`src/rtl/instruction_fetch_unit.sv`:
```
// IF stage of the 16-bit TSC pipeline: owns the PC, runs the instruction-memory
// read handshake and predicts the next PC from a direct-mapped BTB.
module instruction_fetch_unit #(
    parameter int                   WORD_SIZE      = 16,
    parameter int                   BTB_INDEX_BITS = 3,
    parameter logic [WORD_SIZE-1:0] RESET_PC       = '0
) (
    input  logic                 clk,
    input  logic                 reset,
    output logic                 i_readM,
    output logic [WORD_SIZE-1:0] i_address,
    input  logic [WORD_SIZE-1:0] i_data,
    input  logic                 i_ready,
    input  logic                 stall,
    input  logic                 redirect,
    input  logic [WORD_SIZE-1:0] redirect_pc,
    input  logic                 btb_update,
    input  logic [WORD_SIZE-1:0] btb_update_pc,
    input  logic [WORD_SIZE-1:0] btb_update_target,
    input  logic                 btb_update_taken,
    output logic [WORD_SIZE-1:0] pc_IF,
    output logic [WORD_SIZE-1:0] branch_predicted_pc_IF,
    output logic [WORD_SIZE-1:0] instruction_IF,
    output logic                 if_valid,
    output logic                 o_dbg_state
);

    localparam int BTB_ENTRIES = 1 << BTB_INDEX_BITS;
    localparam int TAG_BITS    = WORD_SIZE - BTB_INDEX_BITS;

    typedef enum logic {
        S_REQ  = 1'b0,
        S_HOLD = 1'b1
    } state_t;

    state_t                 r_state;
    logic [WORD_SIZE-1:0]   r_pc;
    logic [WORD_SIZE-1:0]   r_hold;
    logic [BTB_ENTRIES-1:0] r_btb_valid;
    logic [TAG_BITS-1:0]    r_btb_tag    [BTB_ENTRIES];
    logic [WORD_SIZE-1:0]   r_btb_target [BTB_ENTRIES];

    logic [BTB_INDEX_BITS-1:0] w_idx;
    logic [TAG_BITS-1:0]       w_tag;
    logic [BTB_INDEX_BITS-1:0] w_upd_idx;
    logic [TAG_BITS-1:0]       w_upd_tag;
    logic                      w_hit;
    logic [WORD_SIZE-1:0]      w_next_pc;
    logic                      w_have_instr;

    assign w_idx     = r_pc[BTB_INDEX_BITS-1:0];
    assign w_tag     = r_pc[WORD_SIZE-1:BTB_INDEX_BITS];
    assign w_upd_idx = btb_update_pc[BTB_INDEX_BITS-1:0];
    assign w_upd_tag = btb_update_pc[WORD_SIZE-1:BTB_INDEX_BITS];

    // Full-tag compare only; an aliased index with a different tag falls through to pc + 1.
    assign w_hit     = r_btb_valid[w_idx] && (r_btb_tag[w_idx] == w_tag);
    assign w_next_pc = w_hit ? r_btb_target[w_idx] : r_pc + WORD_SIZE'(1);

    assign w_have_instr = (r_state == S_HOLD) || i_ready;

    // Outputs are gated by reset directly so they drop the moment reset asserts.
    assign i_readM                = !reset && (r_state == S_REQ);
    assign i_address              = r_pc;
    assign pc_IF                  = r_pc;
    assign branch_predicted_pc_IF = w_next_pc;
    assign if_valid               = !reset && !redirect && w_have_instr;
    assign o_dbg_state            = r_state;

    always_comb begin
        instruction_IF = '0;
        if (!reset) begin
            if (r_state == S_HOLD)
                instruction_IF = r_hold;
            else if (i_ready)
                instruction_IF = i_data;
        end
    end

    always_ff @(posedge clk or posedge reset) begin
        if (reset) begin
            r_state <= S_REQ;
            r_pc    <= RESET_PC;
            r_hold  <= '0;
        end else if (redirect) begin
            r_state <= S_REQ;
            r_pc    <= redirect_pc;
        end else begin
            case (r_state)
                S_REQ: begin
                    if (i_ready) begin
                        if (stall) begin
                            r_hold  <= i_data;
                            r_state <= S_HOLD;
                        end else begin
                            r_pc <= w_next_pc;
                        end
                    end
                end
                S_HOLD: begin
                    if (!stall) begin
                        r_pc    <= w_next_pc;
                        r_state <= S_REQ;
                    end
                end
                default: r_state <= S_REQ;
            endcase
        end
    end

    always_ff @(posedge clk or posedge reset) begin
        if (reset)
            r_btb_valid <= '0;
        else if (btb_update)
            r_btb_valid[w_upd_idx] <= btb_update_taken;
    end

    // Tag/target need no reset: they are only read when the valid bit is set.
    always_ff @(posedge clk) begin
        if (btb_update && btb_update_taken) begin
            r_btb_tag[w_upd_idx]    <= w_upd_tag;
            r_btb_target[w_upd_idx] <= btb_update_target;
        end
    end

endmodule

```
`config.mk`:
```
export PLATFORM = sky130hd
export DESIGN_NAME = instruction_fetch_unit
export DESIGN_NICKNAME = d
export VERILOG_FILES = /design/src/rtl/instruction_fetch_unit.sv
export SDC_FILE = /design/constraint.sdc
export NUM_CORES = 1
export LEC_CHECK = 0
export ABC_AREA = 1
export ABC_CLOCK_PERIOD_IN_PS = 2900
export BUFFER_PORTS_ARGS = -buffer_cell sky130_fd_sc_hd__buf_2
export CORE_MARGIN = 1
export CORE_UTILIZATION = 35
export DETAILED_ROUTE_END_ITERATION = 12
export SLEW_MARGIN = 20
export SYNTH_ARGS = -nofsm -noshare
export SYNTH_HDL_FRONTEND = slang
export SYNTH_SLANG_ARGS = --single-unit
```
`constraint.sdc`:
```
create_clock -name clk -period 2.9 [get_ports clk]
set_input_delay 0.435 -clock clk [delete_from_list [all_inputs] [get_ports clk]]
set_output_delay 0.435 -clock clk [all_outputs]
set_load 0.005 [all_outputs]
```
Word level (Yosys, flattened, before mapping)
Memories as Yosys holds them, arrays and structs flattened.
Index checks and enable logic that the tools add are counted.
{"block": "word_totals", "wordCells": 43, "input_bits": 71, "memories": 2, "ram_bits": 232, "output_inout_bits": 67, "reg_bits": 41}
{"memory": "r_btb_target", "depth": 8, "word_bits": 16, "rd": 1, "rd_clocked_by_memory_dff": 0, "wr": 1, "line": "41", "source": "logic [WORD_SIZE-1:0] r_btb_target [BTB_ENTRIES];"}
{"memory": "r_btb_tag", "depth": 8, "word_bits": 13, "rd": 1, "rd_clocked_by_memory_dff": 0, "wr": 1, "line": "40", "source": "logic [TAG_BITS-1:0] r_btb_tag [BTB_ENTRIES];"}
{"block": "op_classes", "n_reduce_logical": 10, "bitwise": 2, "addsub": 1, "eq_ne": 2, "order_cmp": 3, "n_mux": 19}
{"op": "2-to-1 mux 16 bit", "n": 7}
{"op": "case mux 16 bit (2 select lines)", "n": 1}
{"op": "adder 16 x 1 -> 16 bit (second input constant)", "n": 1}
{"op": "equality test 13 bit", "n": 1}
{"op": "bitwise mux 8 bit", "n": 1}
{"op": "less-than comparator 3 x 4 -> 1 bit (second input constant)", "n": 2}
{"op": "2-to-1 mux 1 bit", "n": 7}
{"op": "logical AND 1 bit", "n": 6}
{"op": "AND reduction 4 bit", "n": 1}
{"op": "binary-select mux 1 bit (select 3 bit)", "n": 1}
{"op": "demux 1 bit (select 3 bit)", "n": 1}
{"op": ">= comparator 3 x 1 -> 1 bit (second input constant)", "n": 1}
{"op": "!= test 3 bit (second input constant)", "n": 1}
{"op": "logical NOT 1 bit", "n": 2}
{"op": "NOT 1 bit", "n": 2}
{"op": "case mux 1 bit (2 select lines)", "n": 1}
{"op": "logical OR 1 bit", "n": 1}

Logic depth before layout (Yosys ltp)
{"block": "logic_depth", "ltp_word": 8, "ltp_mapped": 18, "depth_no_buf": 16}

Worst setup path after synthesis
Ideal clock, no wire load.
{"block": "synth_timing", "path_kind": "input to register", "start": "in btb_update", "end": "mem r_btb_tag[5][0] (netlist bit), enable pin", "n_path_buf": 1, "setup_slack_ps": 484, "arrival_ps": 2000, "path_stages": 3, "setup_time_ps": 415, "required_time_ps": 2485, "path_cell_list": "nand2_1 -> clkbuf_1 -> nor2_1"}
{"block": "synth_between", "elab_chain_cells": 3}
{"element": "start, declared", "line": "17", "source": "input logic btb_update,"}
{"element": "logical AND 1 bit", "line": "120", "source": "if (btb_update && btb_update_taken) begin"}
{"element": "2-to-1 mux 1 bit", "line": "120"}
{"element": "2-to-1 mux 1 bit (not written as such)", "line": "121", "source": "r_btb_tag[w_upd_idx] <= w_upd_tag;"}
{"element": "end, declared", "line": "40"}
No other way between the ends.

Worst setup path in the final report
{"block": "layout_timing", "start": "reg r_pc[0] (netlist: i_address[0])", "end": "out branch_predicted_pc_IF[7]"}
{"block": "layout_between", "elab_chain_cells": 4, "word_cells_on_any_way": 8, "classes_between": "add/sub: 1; eq/ne: 1; mux: 3; reduce/logical: 1; memory: 2"}
{"element": "start, declared", "line": "37", "source": "logic [WORD_SIZE-1:0] r_pc;"}
{"element": "start signal, assigned", "line": "87", "source": "r_pc <= redirect_pc;"}
{"element": "start signal, assigned", "line": "96", "source": "r_pc <= w_next_pc;"}
{"element": "start signal, assigned", "line": "102", "source": "r_pc <= w_next_pc;"}
{"element": "memory (8 x 13 bit) or binary-select mux 1 bit (select 3 bit) (tied branches)"}
{"element": "equality test 13 bit or 2-to-1 mux 1 bit (tied branches)", "line": "57", "source": "assign w_hit = r_btb_valid[w_idx] && (r_btb_tag[w_idx] == w_tag);"}
{"element": "logical AND 1 bit", "line": "57"}
{"element": "2-to-1 mux 16 bit *", "line": "58", "source": "assign w_next_pc = w_hit ? r_btb_target[w_idx] : r_pc + WORD_SIZE'(1);"}
{"element": "end, declared", "line": "22", "source": "output logic [WORD_SIZE-1:0] branch_predicted_pc_IF,"}
Every way passes the cells marked *; elsewhere a longest branch is shown, timed or not. The select of a mux whose other input is x is not followed.

==> metrics.txt <==
insertion delay to the later sink of the worst-skew pair 0.57 ns; measured slew at the worst slew-check pin 0.8584 ns; biggest area contributors in the synthesized netlist sky130_fd_sc_hd__edfxtp_1, sky130_fd_sc_hd__nand2_1, sky130_fd_sc_hd__dfrtp_1; count of nets after finishing 1434; critical-path cell with the highest stage delay sky130_fd_sc_hd__dfrtp_4; maximum number of pins on one net before global-route repair 38; CP startpoint i_address[0]$_DFFE_PP0P_; cells after synthesis about 1200; worst min-delay path category in2async; starting utilization of the core area 35.70%; total count of hold-check failures in the final report 0; static leakage 0.006387 uW; post-route total power ~9900 uW; Final Instance Area 15290 um^2; CTS Hold Buffers Added 0; CP Max Fanout 11; count of input and output buffers approximately 140; last weighted congestion value of the routability-driven placer 0.8603; Fin Setup TNS -6.229 ns; vias after detailed routing approximately 9300; xor-xnor portion of the synthesized cell area 0.9187%; maximum achievable frequency roughly 0.30 GHz; cell area reported after detailed placement approximately 14000 um^2; share of flip-flops with an asynchronous set or reset after synthesis 15.02%; number of CTS-inserted buffers 29; crit start category flop; required time of the critical path 2.47 ns; worst rel slew slack 42.64%; compound-cell area share of the yosys netlist 8.269%; fraction of synthesized cell area taken by the top area cell type 56.21%; worst clock skew roughly 0.023 ns; CORE AREA 34710 um^2; total congestion overflow after global routing 0; Sequential cell area 7998 um^2; count of pins over their slew limit 0; area overhead of the layout relative to synthesis 23.34%; clock net sink count 273; register bit total from synthesis 273; status complete, but fails checks; via-per-instance ratio 5.071; Internal Pwr Total 7242 uW; Max Cap Viol 0; Worst Setup End Kind primary output; number of enable-type register cells in the synthesized netlist 232; drt first-iter violations around 800; layout filler cell count 3269; placement-stage worst setup slack 0.02952 ns; origin of the critical flop-to-flop path i_address[0]$_DFFE_PP0P_; proportion of power drawn by the clock network between 30% and 40%; Comb power frac 16.7%; final hold slack 0.1016 ns; first-pass GRT wire length between 50000 and 60000 um; worst path setup slack after routing -0.4388 ns; Simple-Gate Fraction of Synth Area a little under a fifth; IO Pins 138; Synth Cell Area about 12000 um^2; Clock Root Buffer sky130_fd_sc_hd__clkbuf_16; Most Frequent Cell on Critical Path sky130_fd_sc_hd__nand3_1; RSZ-0062 raised after global routing yes; Sw Pwr 2641 uW; die height 190.2 um; sequential area share after synthesis 64.49%; maximum single-stage delay on the critical path between 0.5 and 0.6 ns; mux contribution to synthesized area 0.2726%; Flop pwr share 45.8%; Clock Pin Slew Worst Setup and Hold Paths 0.06 ns; share of post-route cells with drive strength above 1 between 20% and 30%; adder-cell share of the synthesized area less than 1%; aggregate global-route resource usage 19.80%; Die ar. 36160 um^2; total number of H-tree levels 1; Max Buffers Root-to-Sink 3; total wire length after detailed routing 36100 um; Synth Net Count 1273; dominant cell type by area after synthesis sky130_fd_sc_hd__edfxtp_1; Data arrival, critical path 2.90 ns; post-route antenna net violation count 0; Final setup violation count 16; critical path cell sequence clkinv_8 -> clkbuf_16 -> o21ai_1 -> nand3_1 -> nand3_2 -> nand3_1 -> nor2_4 -> buf_6 -> nand3b_1 -> and2_4 -> buf_2; antenna violations before repair 2; post-route clock period utilization 115.1%; drt first pass iters 5; failing checks setup timing; synthesized area per cell 10.32 um^2; number of global-route vias before repair 9142; WL per Instance 19.61 um; dominant register cell in the synthesized netlist sky130_fd_sc_hd__edfxtp_1; dominant combinational cell family by area after synthesis simple AND/OR/NAND/NOR gates; power per cell area ~650 nW/um^2; Sw Ratio between 20% and 30%; Residual DRC 0; CTS tree built; Max IR drop VDD 0.0004734 V; area of the multi-input gates 3714 um^2; CP Class reg2out; half-perimeter wire length after placement roughly 22000 um; floorplan die width 190.2 um; count of warnings emitted by yosys 0; count of standard-cell rows 68; minimum clock period after layout 3.339 ns; count of unique library cells instantiated by Yosys 35; FF-to-FF path depth 14
routing by layer:
layer | vias to the layer above | global-route usage, % | share of wire (%)
met3 | 62 | 3.173 | 7.4
met4 | 2 | 6.154 | 2.9
met2 | 361 | 32.26 | 46
li1 | 4400 | - | -
met1 | 4510 | 27.03 | 44
met5 | - | 0 | 0.036
placed cells by master (no fill, tap or decap), drive strengths merged:
cell type  instances
nand3b             8
ha                 1
a21oi             49
diode              1
o221ai             7
nor2              78
a22oi             14
bufbuf             3
clkinv            16
or2                8
dfrtp             41
nor3               3
clkinvlp           1
nand3            111
nand2            319
a32o               2
inv              121
o21ai             62
xnor2              1
bufinv             4
buf              204
clkbuf            35
edfxtp           232
mux2               3
a31oi              1
o22ai              9
xor2              12
and2              10
nand4              3
o31ai             13
a221oi            14
cells in the mapped netlist, types with 2 or more instances:
master,n
sky130_fd_sc_hd__a21oi_1,49
sky130_fd_sc_hd__a221oi_1,14
sky130_fd_sc_hd__a22oi_1,14
sky130_fd_sc_hd__a32o_1,2
sky130_fd_sc_hd__and2_1,10
sky130_fd_sc_hd__buf_2,24
sky130_fd_sc_hd__buf_4,24
sky130_fd_sc_hd__buf_6,6
sky130_fd_sc_hd__clkbuf_1,24
sky130_fd_sc_hd__dfrtp_1,41
sky130_fd_sc_hd__edfxtp_1,232
sky130_fd_sc_hd__inv_1,119
sky130_fd_sc_hd__inv_2,2
sky130_fd_sc_hd__mux2_2,3
sky130_fd_sc_hd__nand2_1,316
sky130_fd_sc_hd__nand2_2,3
sky130_fd_sc_hd__nand3_1,107
sky130_fd_sc_hd__nand3_2,4
sky130_fd_sc_hd__nand3b_1,8
sky130_fd_sc_hd__nand4_1,3
sky130_fd_sc_hd__nor2_1,74
sky130_fd_sc_hd__nor2_2,2
sky130_fd_sc_hd__nor2_4,2
sky130_fd_sc_hd__nor3_1,3
sky130_fd_sc_hd__o21ai_0,55
sky130_fd_sc_hd__o21ai_1,7
sky130_fd_sc_hd__o221ai_1,7
sky130_fd_sc_hd__o22ai_1,9
sky130_fd_sc_hd__o31ai_1,13
sky130_fd_sc_hd__or2_2,8
sky130_fd_sc_hd__xor2_1,12
critical path: cells and delay by family (launching register included):
kind / cells / cell delay [ns]
DFF: 1 / 0.51
AOI/OAI and AO/OA: 1 / 0.16
buffers and inverters: 4 / 0.61
and+or+nand+nor: 6 / 1.06
timing repair:
item / in CTS / in global routing
pin swaps: 8 / 5
setup endpoints to repair: 16 / 16
buffers inserted: 7 / 0
gates resized for setup: 45 / 15
gates cloned: 4 / 2
metrics by stage:
stage               util (%)  std cells
finish                 44.03       1841
global route           44.03       1840
CTS                    43.74       1838
detailed placement     39.97       1773
global placement       39.97       1773
floorplan                  -       1201
cell type report:
class	instances	area share, %
tap	455	3.724
multi-input combinational	728	24.29
antenna	1	0.01637
clock buffer	33	4.846
timing repair buffer	209	10.33
sequential	273	52.32
clock inverter	21	1.416
inverter	121	3.053
registers in the layout, indices dropped and copies added, names as in the netlist:
| register | count |
|---|---|
| r_hold | 16 |
| r_btb_target | 128 |
| o_dbg_state | 1 |
| r_btb_tag | 104 |
| r_btb_valid | 8 |
| i_address | 16 |
final timing paths:
kind	to	slack, ns
setup / recovery	branch_predicted_pc_IF[7]	-0.44
hold / removal	i_address[15]$_DFFE_PP0P_	0.10
setup reg to reg	i_address[1]$_DFFE_PP0P_	0.45
hold reg to reg	r_hold[13]$_DFFE_PP0P_	0.48
max in group asynchronous	r_hold[0]$_DFFE_PP0P_	2.12
min in group clk	i_address[12]$_DFFE_PP0P_	0.12
kinds of logic after synthesis:
family	after synthesis
simple gates	540
compound gates	171
fa+ha+maj	1
flops	273
xor+xnor	13
mux	3
buf+inv	200
power groups by stage:
stage / combinational (uW) / clock, uW / sequential [uW]
after floorplan: 925 / 0 / 4570
after global placement: 1470 / 0 / 4600
after detailed placement: 1480 / 0 / 4600
after CTS: 1610 / 3750 / 4530
after global routing: 1800 / 3900 / 4540
final: 1650 / 3710 / 4530
Power figures use the tool's default switching activity.
